===== config.mk =====
export PLATFORM = sky130hd
export DESIGN_NAME = fp_normalizer_seq
export DESIGN_NICKNAME = d
export VERILOG_FILES = /design/src/rtl/fp_normalizer_seq.sv
export SDC_FILE = /design/constraint.sdc
export NUM_CORES = 1
export LEC_CHECK = 0
export ABC_AREA = 0
export CELL_PAD_IN_SITES_DETAIL_PLACEMENT = 0
export CELL_PAD_IN_SITES_GLOBAL_PLACEMENT = 1
export CORE_MARGIN = 2
export CORE_UTILIZATION = 43
export DETAILED_ROUTE_END_ITERATION = 8
export GPL_TIMING_DRIVEN = 1
export PLACE_DENSITY_LB_ADDON = 0.1
export SYNTH_ARGS = -nofsm -noshare
export SYNTH_HDL_FRONTEND = slang
export SYNTH_SLANG_ARGS = --single-unit

===== constraint.sdc =====
create_clock -name clk -period 6 [get_ports clk]
set_input_delay 0.9 -clock clk [delete_from_list [all_inputs] [get_ports clk]]
set_output_delay 0.9 -clock clk [all_outputs]
set_load 0.01 [all_outputs]

===== src/rtl/fp_normalizer_seq.sv =====
`timescale 1ns/1ps
`default_nettype none
// ============================================================================
// Module      : fp_normalizer_seq
// Description : Post-add normalization stage of the single-precision adder.
//               Shifts the raw mantissa sum back into 1.f form one bit per
//               cycle, adjusts the exponent, then packs {sign, exp, frac}
//               with overflow/underflow flags behind a valid/ready handshake.
//               Optional macro FP_NORM_ROUND_EN: round half to even on
//               right shifts (guard bit only, no sticky).
// Revision    : 1.0 - initial release
// ============================================================================
module fp_normalizer_seq #(
    parameter int EXP_W  = 8,
    parameter int MANT_W = 23
) (
    input  logic                      clk,
    input  logic                      rst,
    input  logic                      in_valid,
    output logic                      in_ready,
    input  logic                      in_sign,
    input  logic [EXP_W-1:0]          in_exp,
    input  logic [MANT_W+1:0]         in_mant,
    output logic                      out_valid,
    input  logic                      out_ready,
    output logic [EXP_W+MANT_W:0]     out_result,
    output logic                      out_overflow,
    output logic                      out_underflow
);

    localparam int SUM_W = MANT_W + 2;

    localparam logic [EXP_W-1:0] c_EXP_ONES = {EXP_W{1'b1}};
    localparam logic [EXP_W-1:0] c_EXP_TOP  = c_EXP_ONES - EXP_W'(1);
    localparam logic [EXP_W-1:0] c_EXP_ONE  = EXP_W'(1);

    typedef enum logic [1:0] {
        S_IDLE = 2'd0,
        S_NORM = 2'd1,
        S_DONE = 2'd2
    } state_t;

    state_t                  r_state;
    logic                    r_sign;
    logic [EXP_W-1:0]        r_exp;
    logic [SUM_W-1:0]        r_mant;
    logic [EXP_W+MANT_W:0]   r_result;
    logic                    r_ovf;
    logic                    r_unf;

    state_t                  w_state_nxt;
    logic                    w_sign_nxt;
    logic [EXP_W-1:0]        w_exp_nxt;
    logic [SUM_W-1:0]        w_mant_nxt;
    logic [EXP_W+MANT_W:0]   w_result_nxt;
    logic                    w_ovf_nxt;
    logic                    w_unf_nxt;

    logic                    w_accept;
    logic [SUM_W-1:0]        w_shr;
    logic [SUM_W-1:0]        w_shr_rnd;
    logic                    w_carry;
    logic                    w_hidden;

    assign in_ready      = (r_state == S_IDLE) && !rst;
    assign w_accept      = in_valid && in_ready;
    assign out_valid     = (r_state == S_DONE);
    assign out_result    = r_result;
    assign out_overflow  = r_ovf;
    assign out_underflow = r_unf;

    assign w_carry  = r_mant[MANT_W+1];
    assign w_hidden = r_mant[MANT_W];
    assign w_shr    = {1'b0, r_mant[SUM_W-1:1]};

`ifdef FP_NORM_ROUND_EN
    // Dropped bit acts as guard; ties go to even. A resulting carry is
    // handled by another right shift on the following edge.
    assign w_shr_rnd = w_shr + SUM_W'(r_mant[0] & w_shr[0]);
`else
    // Right shifts simply truncate the dropped bit.
    assign w_shr_rnd = w_shr;
`endif

    // Next-state and datapath update: one normalization action per edge.
    always_comb begin
        w_state_nxt  = r_state;
        w_sign_nxt   = r_sign;
        w_exp_nxt    = r_exp;
        w_mant_nxt   = r_mant;
        w_result_nxt = r_result;
        w_ovf_nxt    = r_ovf;
        w_unf_nxt    = r_unf;

        case (r_state)
            S_IDLE: begin
                if (w_accept) begin
                    w_sign_nxt = in_sign;
                    w_exp_nxt  = in_exp;
                    w_mant_nxt = in_mant;
                    if (in_exp == c_EXP_ONES) begin
                        // Incoming infinity/NaN exponent saturates at once.
                        w_result_nxt = {in_sign, c_EXP_ONES, {MANT_W{1'b0}}};
                        w_ovf_nxt    = 1'b1;
                        w_unf_nxt    = 1'b0;
                        w_state_nxt  = S_DONE;
                    end else begin
                        w_state_nxt = S_NORM;
                    end
                end
            end

            S_NORM: begin
                if (r_mant == '0) begin
                    w_result_nxt = {r_sign, {EXP_W{1'b0}}, {MANT_W{1'b0}}};
                    w_ovf_nxt    = 1'b0;
                    w_unf_nxt    = 1'b0;
                    w_state_nxt  = S_DONE;
                end else if (w_carry && (r_exp == c_EXP_TOP)) begin
                    w_result_nxt = {r_sign, c_EXP_ONES, {MANT_W{1'b0}}};
                    w_ovf_nxt    = 1'b1;
                    w_unf_nxt    = 1'b0;
                    w_state_nxt  = S_DONE;
                end else if (w_carry) begin
                    w_mant_nxt = w_shr_rnd;
                    w_exp_nxt  = r_exp + c_EXP_ONE;
                end else if (!w_hidden && (r_exp <= c_EXP_ONE)) begin
                    // Exponent exhausted before reaching 1.f: flush to zero
                    // (the <= also keeps a zero exponent from wrapping).
                    w_result_nxt = {r_sign, {EXP_W{1'b0}}, {MANT_W{1'b0}}};
                    w_ovf_nxt    = 1'b0;
                    w_unf_nxt    = 1'b1;
                    w_state_nxt  = S_DONE;
                end else if (!w_hidden) begin
                    w_mant_nxt = {r_mant[SUM_W-2:0], 1'b0};
                    w_exp_nxt  = r_exp - c_EXP_ONE;
                end else begin
                    w_result_nxt = {r_sign, r_exp, r_mant[MANT_W-1:0]};
                    w_ovf_nxt    = 1'b0;
                    w_unf_nxt    = 1'b0;
                    w_state_nxt  = S_DONE;
                end
            end

            S_DONE: begin
                if (out_ready) begin
                    w_state_nxt = S_IDLE;
                end
            end

            default: begin
                w_state_nxt = S_IDLE;
            end
        endcase
    end

    // State and datapath registers; reset aborts any operation in flight.
    always_ff @(posedge clk or posedge rst) begin
        if (rst) begin
            r_state  <= S_IDLE;
            r_sign   <= 1'b0;
            r_exp    <= '0;
            r_mant   <= '0;
            r_result <= '0;
            r_ovf    <= 1'b0;
            r_unf    <= 1'b0;
        end else begin
            r_state  <= w_state_nxt;
            r_sign   <= w_sign_nxt;
            r_exp    <= w_exp_nxt;
            r_mant   <= w_mant_nxt;
            r_result <= w_result_nxt;
            r_ovf    <= w_ovf_nxt;
            r_unf    <= w_unf_nxt;
        end
    end

endmodule
`default_nettype wire


==> results of run 1 <==
-- per-layer routing --
metal | GRT usage | vias to the layer above
met5 | 0 | -
met4 | 0.0823 | 0
met3 | 0.0410 | 17
met2 | 0.335 | 81
met1 | 0.301 | 1593
li1 | - | 1499
-- area by class of cell --
class,instances,area [um^2],share of cell area
Tap cell,105,131,0.0276
Sequential cell,70,1750,0.368
Timing Repair Buffer,81,791,0.166
Clock inverter,4,76.3,0.0160
Inverter,9,33.8,0.00710
Multi-Input combinational cell,258,1810,0.380
Clock buffer,12,165,0.0347
-- cells in the final DEF, fill, tap and decap left out, types with 2 or more instances in the layout --
cell type	instances
dfrtp_1	70
nor3_1	4
nor2_1	42
bufinv_16	2
inv_1	8
nand4_1	6
a31oi_1	6
or3_1	2
a21o_1	6
buf_4	8
mux2_4	10
nor4_1	5
clkdlybuf4s50_1	73
a2bb2oi_1	5
and3_1	6
ha_1	4
a22oi_1	4
a221oi_1	16
a21oi_1	14
nand3_1	11
o21ai_0	15
o22ai_1	7
clkbuf_8	12
mux2_2	2
mux2_1	13
nand2b_1	4
nand2_1	24
a22o_1	25
mux2i_1	3
-- stage by stage --
stage               hold slack [ns]  setup slack [ns]  utilization  total power [mW]
floorplan                     0.479              3.33            -              1.73
global placement              0.466              2.93        0.544              2.12
detailed placement            0.465              2.80        0.544              2.14
CTS                           0.494              2.95        0.573              2.61
global route                  0.509              2.74        0.573              2.78
finish                        0.488              2.94        0.573              2.60
-- power by group through the flow --
stage               Sequential (mW)  Clock, mW  Combinational, mW
floorplan                     0.895          0              0.835
global placement              0.939          0               1.18
detailed placement            0.944          0               1.20
CTS                           0.939      0.469               1.20
global route                  0.982      0.488               1.31
finish                        0.946      0.459               1.19
-- worst max-delay path: stages (launching register included) --
cell      delay [ns]
dfrtp_1         0.42
nor2b_2         0.65
buf_4           0.39
o21a_1          0.33
o21ai_1         0.11
buf_4           0.20
o21bai_2        0.13
buf_4           0.32
mux2_2          0.38
-- path summary, 6_finish.rpt --
path                                 from             end
setup / recovery               r_state[1]  out_result[31]
hold / removal             out_result[30]  out_result[30]
setup reg to reg               r_state[1]  out_result[31]
hold reg to reg            out_result[30]  out_result[30]
max in group asynchronous             rst       r_mant[0]
min in group asynchronous             rst       r_mant[7]
-- logic make-up after synthesis --
family | Yosys count | share of synthesized area
muxes | 28 | 0.0935
and+or+nand+nor | 111 | 0.142
buffers and inverters | 37 | 0.0489
adders and majority gates | 4 | 0.0134
xor gates and xnor gates | 1 | 0.00235
AOI/OAI and AO/OA | 114 | 0.231
DFF | 70 | 0.469
-- flip-flops by register name (all words and copies together), names as in the netlist --
name and flops:
r_sign 1, out_result 32, r_state 2, r_mant 25
out_underflow 1, r_exp 8, out_overflow 1
==> results by group, run 1 <==
Worst setup path
  – Critical Path Fanout Max: 27
  – CP arrival: 3.30 ns
  – Reg2reg setup slack: 2.94 ns
  – CP endpoint kind: flop
  – Worst setup SP type: flop
  – WS Path Type: reg2reg
  – Cell count of the worst reg-to-reg path: 8
  – Required @ worst endpoint: 6.24 ns

Timing
  – Fin. max-slew vios: 0
  – Unrepaired setup endpoints after global routing: no
  – Clock skew: 0.0109 ns
  – Setup Viol. Count Final: 0
  – Final setup TNS: 0 ns
  – Tcrit/Tclk final: 0.510
  – Max frequency: 327 MHz
  – Rel. slew slack: 0.379
  – Period minus WS final: 3.06 ns
  – Final Hold Viols: 0
  – Worst slew pin tran: 0.931 ns

Synthesis
  – Post-Syn Area: 3730 um^2
  – #FFs+latches synth: 70
  – Post-synth EDFFs: 0
  – Synth Area per Inst: 10.2 um^2
  – Top-area cell type share of the netlist area: 0.469
  – Most frequent cell after synthesis: dfrtp_1
  – Seq/Total Area, Yosys: 0.469
  – Top post-synthesis cells by area: dfrtp_1, a22o_1, nor2_1, mux2_4, mux2_1
  – YS warnings: 0
  – Leading area contributor after synthesis: dfrtp_1
  – Synth Flop Type: dfrtp_1
  – Post-synth top cells: dfrtp_1, nor2_1, a22o_1
  – Gate Count Post-Synth: 365
  – Async S/R FF share, synth: 1.00
  – Syn Nets: 407
  – Yosys cell types: 53

Floorplan
  – Die height: 97.2 um
  – Area of the core: 8300 um^2
  – IO Count: 74
  – Rows: 33
  – DIE AREA: 9450 um^2
  – DIE WIDTH: 97.2 um
  – Initial Util: 0.450

Route
  – Drt first pass iters: 4
  – Residual DRC: 0
  – WL per Instance: 18.3 um
  – WL met2: 4590 um
  – Vias: 3190
  – Final WL: 9880 um
  – Wire length on met3: 383 um
  – DR vias/cell: 5.92
  – DR iter-0 viols: 122
  – Top Layer Used: met4
  – Antenna Violating Nets Remaining: 0
  – WL met1: 4710 um

Placement
  – Final GP Congestion: 0.856
  – Area after DPL: 4520 um^2
  – DP Wirelength: 6400 um
  – # placed instances: 523
  – IO Port Bufs: 73

GRT
  – Initial antenna violation count: 0
  – First-pass GRT wire length: 16600 um
  – All-Layer GR Usage: 0.216
  – GRT overflow: 0
  – Largest net degree at the start of global routing: 71
  – Vias in the first global route: 3180

Power
  – Combinational Power Share: 0.459
  – Clk pwr share: 0.176
  – Leak: 2.07 nW
  – Sequential Power Share: 0.364
  – PD cells: 546 nW/um^2
  – Net Switching: 1.02 mW
  – Cell-internal power: 1.58 mW
  – Sw frac: 0.393
  – Maximum VDD drop: 0.262 mV

Hold path
  – Hold path depth: 1
  – Hold crit path type: reg2reg

CTS
  – Num CTS Buffers: 9
  – Post-CTS setup buffers: 0
  – Sink Count: 70
  – CTS Buffer Depth: 2
  – Hold Buf Count CTS: 0
  – Post-CTS sizing: 0
  – H-tree depth: 3
  – Clk slew on worst S/H paths: 0.08 ns
  – CTS root buffer: clkbuf_8
  – Later-pin clock latency in the skew report: 0.35 ns
  – CTS tree: yes

Layout
  – Share of cells above drive strength 1: 0.106
  – Filler instances: 748
  – P&R area growth vs syn: 27.4%
  – Post-route cell area: 4760 um^2
  – Antenna cells: 0
  – Nets@finish: 471
  – Post-route insts no fill: 539

Run
  – Max-cap violations: 0

Run status
  – Outcome: finished clean
No activity file was read; power rests on OpenSTA's default activity.
==> inputs of run 2 (changes only) <==
--- a/config.mk
+++ b/config.mk
@@ -9,7 +9,7 @@
 export CELL_PAD_IN_SITES_DETAIL_PLACEMENT = 0
 export CELL_PAD_IN_SITES_GLOBAL_PLACEMENT = 1
 export CORE_MARGIN = 2
-export CORE_UTILIZATION = 43
+export CORE_UTILIZATION = 36
 export DETAILED_ROUTE_END_ITERATION = 8
 export GPL_TIMING_DRIVEN = 1
 export PLACE_DENSITY_LB_ADDON = 0.1
==> constraint.sdc (replaced) <==
create_clock -name clk -period 2.5 [get_ports clk]
set_input_delay 0.375 -clock clk [delete_from_list [all_inputs] [get_ports clk]]
set_output_delay 0.375 -clock clk [all_outputs]
set_load 0.01 [all_outputs]
==> run 2 against run 1 <==
Effect of this change: die area grew 19%; sequential share of layout area shrank 1.2 points; sequential power grew 130%; via count grew 1.4%; cell count grew 8.2%; global-route usage down 1.9 points; clock skew shrank 0.0036 ns; routed wire length grew 6.8%; worst hold slack lost 0.0020 ns; critical path type unchanged; largest cell class unchanged.
==> results by group, run 2 (synthesis gave the netlist of run 1 again) <==
Placement
  – Final GP Congestion: 0.881
  – DP Wirelength: 7210 um
  – Area after DPL: 4690 um^2
  – IO Port Bufs: 73
  – Post-Place Setup Slack: 0.179 ns

Floorplan
  – Rows: 37
  – DIE WIDTH: 106 um
  – IO Count: 74
  – Die height: 106 um
  – Initial Util: 0.367
  – DIE AREA: 11200 um^2
  – Area of the core: 10200 um^2

GRT
  – GRT overflow: 0
  – Initial antenna violation count: 0
  – All-Layer GR Usage: 0.198
  – First-pass GRT wire length: 17100 um
  – Vias in the first global route: 3284
  – Largest net degree at the start of global routing: 41

CTS
  – H-tree depth: 3
  – CTS Buffer Depth: 2
  – Post-CTS sizing: 0
  – Sink Count: 70
  – Later-pin clock latency in the skew report: 0.35 ns
  – Num CTS Buffers: 9
  – CTS tree: yes
  – Clk slew on worst S/H paths: 0.08 ns
  – CTS root buffer: clkbuf_8
  – Hold Buf Count CTS: 0
  – Post-CTS setup buffers: 0

Power
  – Leak: 2.15 nW
  – Maximum VDD drop: 0.458 mV
  – Design Power: 6.43 mW
  – PD cells: 1310 nW/um^2

Route
  – DR vias/cell: 5.55
  – WL per Instance: 18.1 um
  – DR iter-0 viols: 143
  – Antenna Violating Nets Remaining: 0
  – Drt first pass iters: 4
  – Residual DRC: 0
  – Vias: 3234
  – Final WL: 10500 um

Layout
  – Post-route cell area: 4920 um^2
  – Nets@finish: 484
  – Commonest non-fill, non-tap cells in the layout: clkdlybuf4s50_1, dfrtp_1, nor2_1, a22o_1, nand2_1
  – P&R area growth vs syn: 31.8%
  – Most common cell after layout, fill and taps aside: clkdlybuf4s50_1
  – Antenna cells: 0
  – Max FFs per register: 32
  – Share of cells above drive strength 1: 0.130

Worst setup path
  – WS Path Type: reg2reg
  – CP endpoint kind: flop
  – Delay-heaviest family, CP: simple AND/OR/NAND/NOR gates
  – Worst-path cell chain: or4_4 -> o41a_4 -> nor2_8 -> a22o_4 -> buf_12 -> mux2_1
  – Required @ worst endpoint: 2.74 ns
  – Worst setup SP type: flop
  – Critical Path Fanout Max: 15
  – Largest stage delay, worst path: 0.55 ns
  – CP arrival: 2.56 ns
  – Bufs and invs on worst path: 1
  – CP max stage cell: or4_4

Timing
  – Setup Viol. Count Final: 0
  – Max frequency: 430 MHz
  – Unrepaired setup endpoints after global routing: no
  – Period minus WS final: 2.33 ns
  – Clock skew: 0.00735 ns
  – Fin. max-slew vios: 0
  – Final setup TNS: 0 ns
  – Worst setup margin: 0.172 ns
  – Min Hold Slack: 0.486 ns
  – Worst slew pin tran: 0.598 ns
  – Final Hold Viols: 0
  – Tcrit/Tclk final: 0.931
  – Rel. slew slack: 0.601

Run status
  – Outcome: finished clean

Hold path
  – Hold crit path type: in2async

Run
  – Max-cap violations: 0
-- run 2: cell types whose count changed in the layout (fill, tap and decap cells not counted), sizes merged --
cell | previous run | this run
inv | 10 | 9
clkinvlp | 1 | 0
clkinv | 0 | 1
clkbuf | 12 | 13
buf | 8 | 21
-- run 2: where the power goes --
part	leakage [nW]	internal, mW	switching, mW	total [mW]
Clock	0.120	0.643	0.437	1.08
Sequential	0.842	1.65	0.557	2.21
Combinational	1.19	1.64	1.50	3.14
Total	2.15	3.93	2.49	6.43
-- run 2: per-stage QoR --
step,std cells,utilization
after floorplan,365,-
after global placement,567,0.460
after detailed placement,567,0.460
after CTS,583,0.483
after global routing,583,0.483
final,583,0.483
-- run 2: area by class of cell --
cell class	instances	area (um^2)
clock buffer	13	169
tap	136	170
inverter	9	33.8
multi-input combinational	258	1810
clock inverter	3	65.1
timing repair buffer	94	926
sequential	70	1750
fill	995	5260
-- run 2: final timing paths --
check                          startpoint             end  cells after the start  slack (ns)
max reg2reg                      r_exp[5]      r_mant[14]                      6        0.17
min                                   rst  out_result[24]                      2        0.49
max                              r_exp[5]      r_mant[14]                      6        0.17
min in group clk           out_result[25]  out_result[25]                      1        0.49
max in group asynchronous             rst   out_result[5]                      3        1.41
min reg2reg                out_result[25]  out_result[25]                      1        0.49
-- run 2: metal layers --
layer / global-route usage / share of wire / routed length (um) / up-vias
li1: - / - / - / 1519
met1: 0.260 / 0.45 / 4770 / 1619
met2: 0.318 / 0.49 / 5130 / 79
met3: 0.0445 / 0.043 / 455 / 17
met4: 0.0742 / 0.018 / 189 / 0
met5: 0 / 0 / 0 / -
==> inputs of run 3 (changes only) <==
--- a/config.mk
+++ b/config.mk
@@ -13,6 +13,8 @@
 export DETAILED_ROUTE_END_ITERATION = 8
 export GPL_TIMING_DRIVEN = 1
 export PLACE_DENSITY_LB_ADDON = 0.1
+export REMOVE_ABC_BUFFERS = 1
 export SYNTH_ARGS = -nofsm -noshare
 export SYNTH_HDL_FRONTEND = slang
 export SYNTH_SLANG_ARGS = --single-unit
+export TNS_END_PERCENT = 1
==> run 3 against run 2 <==
Effect of this change: flip-flop and latch count is the same; non-clock buffer count shrank 2; critical path type unchanged; first-iteration DRC count grew 17%; largest cell class unchanged; highest routed layer unchanged; critical endpoint is now r_mant[17]; via count shrank 1.4%.
==> results by group, run 3 (synthesis gave the netlist of run 1 again) <==
Timing
  – Tcrit/Tclk final: 0.938
  – Rel. slew slack: 0.669
  – Final Hold Viols: 0
  – Worst slew pin tran: 0.494 ns
  – Period minus WS final: 2.35 ns
  – Clock skew: 0.0154 ns
  – Min Hold Slack: 0.354 ns
  – Max frequency: 426 MHz
  – Setup Viol. Count Final: 0
  – Unrepaired setup endpoints after global routing: no
  – Fin. max-slew vios: 0

GRT
  – Vias in the first global route: 3236
  – Initial antenna violation count: 0
  – Largest net degree at the start of global routing: 59
  – All-Layer GR Usage: 0.201
  – First-pass GRT wire length: 17500 um
  – GRT overflow: 0

Worst setup path
  – Largest stage delay, worst path: 0.55 ns
  – CP endpoint kind: flop
  – Worst-path cell chain: or4_4 -> o41a_4 -> nor2_8 -> a22o_4 -> mux2_1
  – WS Path Type: reg2reg
  – CP max stage cell: or4_4
  – Worst setup SP type: flop
  – Required @ worst endpoint: 2.74 ns
  – CP arrival: 2.59 ns
  – Critical Path Fanout Max: 12

Hold path
  – Hold crit path type: in2async

Power
  – Combinational Power Share: 0.500
  – Sequential Power Share: 0.350
  – Clk pwr share: 0.149
  – Net Switching: 2.54 mW
  – PD cells: 1290 nW/um^2
  – Sw frac: 0.403
  – Leak: 2.12 nW
  – Cell-internal power: 3.75 mW
  – Design Power: 6.29 mW
  – Maximum VDD drop: 0.474 mV

Placement
  – Final GP Congestion: 0.800
  – IO Port Bufs: 73
  – DP Wirelength: 7090 um
  – Area after DPL: 4660 um^2

Layout
  – Nets@finish: 483
  – P&R area growth vs syn: 30.6%
  – Most common cell after layout, fill and taps aside: clkdlybuf4s50_1
  – Max FFs per register: 32
  – Post-route cell area: 4880 um^2
  – Commonest non-fill, non-tap cells in the layout: clkdlybuf4s50_1, dfrtp_1, nor2_1, a22o_1, nand2_1
  – Filler instances: 1003
  – Multi-input logic area: 1830 um^2
  – Share of cells above drive strength 1: 0.128
  – Antenna cells: 0
  – Register area: 1750 um^2

Route
  – DR vias/cell: 5.49
  – WL per Instance: 18.5 um
  – DR iter-0 viols: 167
  – Drt first pass iters: 4
  – Final WL: 10800 um
  – Vias: 3189
  – Antenna Violating Nets Remaining: 0
  – Residual DRC: 0

CTS
  – CTS Buffer Depth: 2
  – CTS root buffer: clkbuf_8
  – Sink Count: 70
  – Post-CTS sizing: 0
  – Hold Buf Count CTS: 0
  – Later-pin clock latency in the skew report: 0.35 ns
  – CTS tree: yes
  – Post-CTS setup buffers: 0
  – Num CTS Buffers: 9
  – Clk slew on worst S/H paths: 0.09 ns
  – H-tree depth: 3

Floorplan
  – IO Count: 74
  – DIE AREA: 11200 um^2
  – DIE WIDTH: 106 um
  – Initial Util: 0.367
  – Rows: 37
  – Area of the core: 10200 um^2
  – Die height: 106 um

Run
  – Max-cap violations: 0

Run status
  – Outcome: finished clean
-- run 3: cell types whose count changed in the layout (fill, tap and decap cells not counted), sizes merged --
cell,delta
bufinv,-1
clkbuf,-3
clkinvlp,+2
inv,+1
a22o,+1
buf,-2
-- run 3: path summary, 6_finish.rpt --
| kind | startpoint | to | slack, ns | cells after the start |
|---|---|---|---|---|
| max in group asynchronous | rst | r_mant[10] | 1.51 | 3 |
| setup reg to reg | r_exp[5] | r_mant[17] | 0.15 | 5 |
| hold / removal | rst | out_result[0] | 0.35 | 2 |
| min in group clk | out_result[29] | out_result[29] | 0.48 | 1 |
| setup / recovery | r_exp[5] | r_mant[17] | 0.15 | 5 |
| hold reg to reg | out_result[29] | out_result[29] | 0.48 | 1 |
-- run 3: layout make-up --
class                   instances  share of cell area
inverters                       9             0.00693
clock inverters                 5              0.0121
flip-flops and latches         70               0.359
well taps                     136              0.0349
repair buffers                 92               0.184
multi-input cells             259               0.374
clock buffers                  10              0.0282
-- run 3: power groups by stage --
| stage | Sequential [mW] | Clock, mW | Combinational (mW) |
|---|---|---|---|
| 2_1_floorplan | 2.23 | 0 | 1.74 |
| 3_3_place_gp | 2.21 | 0 | 3.07 |
| 3_5_place_dp | 2.22 | 0 | 3.10 |
| 4_1_cts | 2.20 | 0.958 | 3.13 |
| 5_1_grt | 2.30 | 1.01 | 3.45 |
| 6_report | 2.20 | 0.939 | 3.15 |
-- run 3: stage by stage --
stage	util	std cells	setup WS, ns	setup TNS [ns]
floorplan	-	337	-1.11	-49.77
global placement	0.458	565	0.0996	0
detailed placement	0.458	565	0.0355	0
CTS	0.477	580	0.0133	0
global route	0.479	581	0.0455	0
finish	0.479	581	0.154	0
-- run 3: layer usage --
| metal | wire length (um) | global-route usage | part of all wire | vias up |
|---|---|---|---|---|
| met5 | 0 | 0 | 0 | - |
| met3 | 588 | 0.0383 | 0.055 | 9 |
| li1 | - | - | - | 1525 |
| met4 | 116 | 0.0442 | 0.011 | 0 |
| met1 | 5340 | 0.312 | 0.50 | 1536 |
| met2 | 4710 | 0.288 | 0.44 | 119 |
-- run 3: worst max-delay path, delay by kind of cell (launching register included) --
kind	cells	cell delay [ns]
multiplexers	1	0.35
flip-flops	1	0.40
AND/OR/NAND/NOR	2	0.71
AO/OA/AOI/OAI	2	0.78
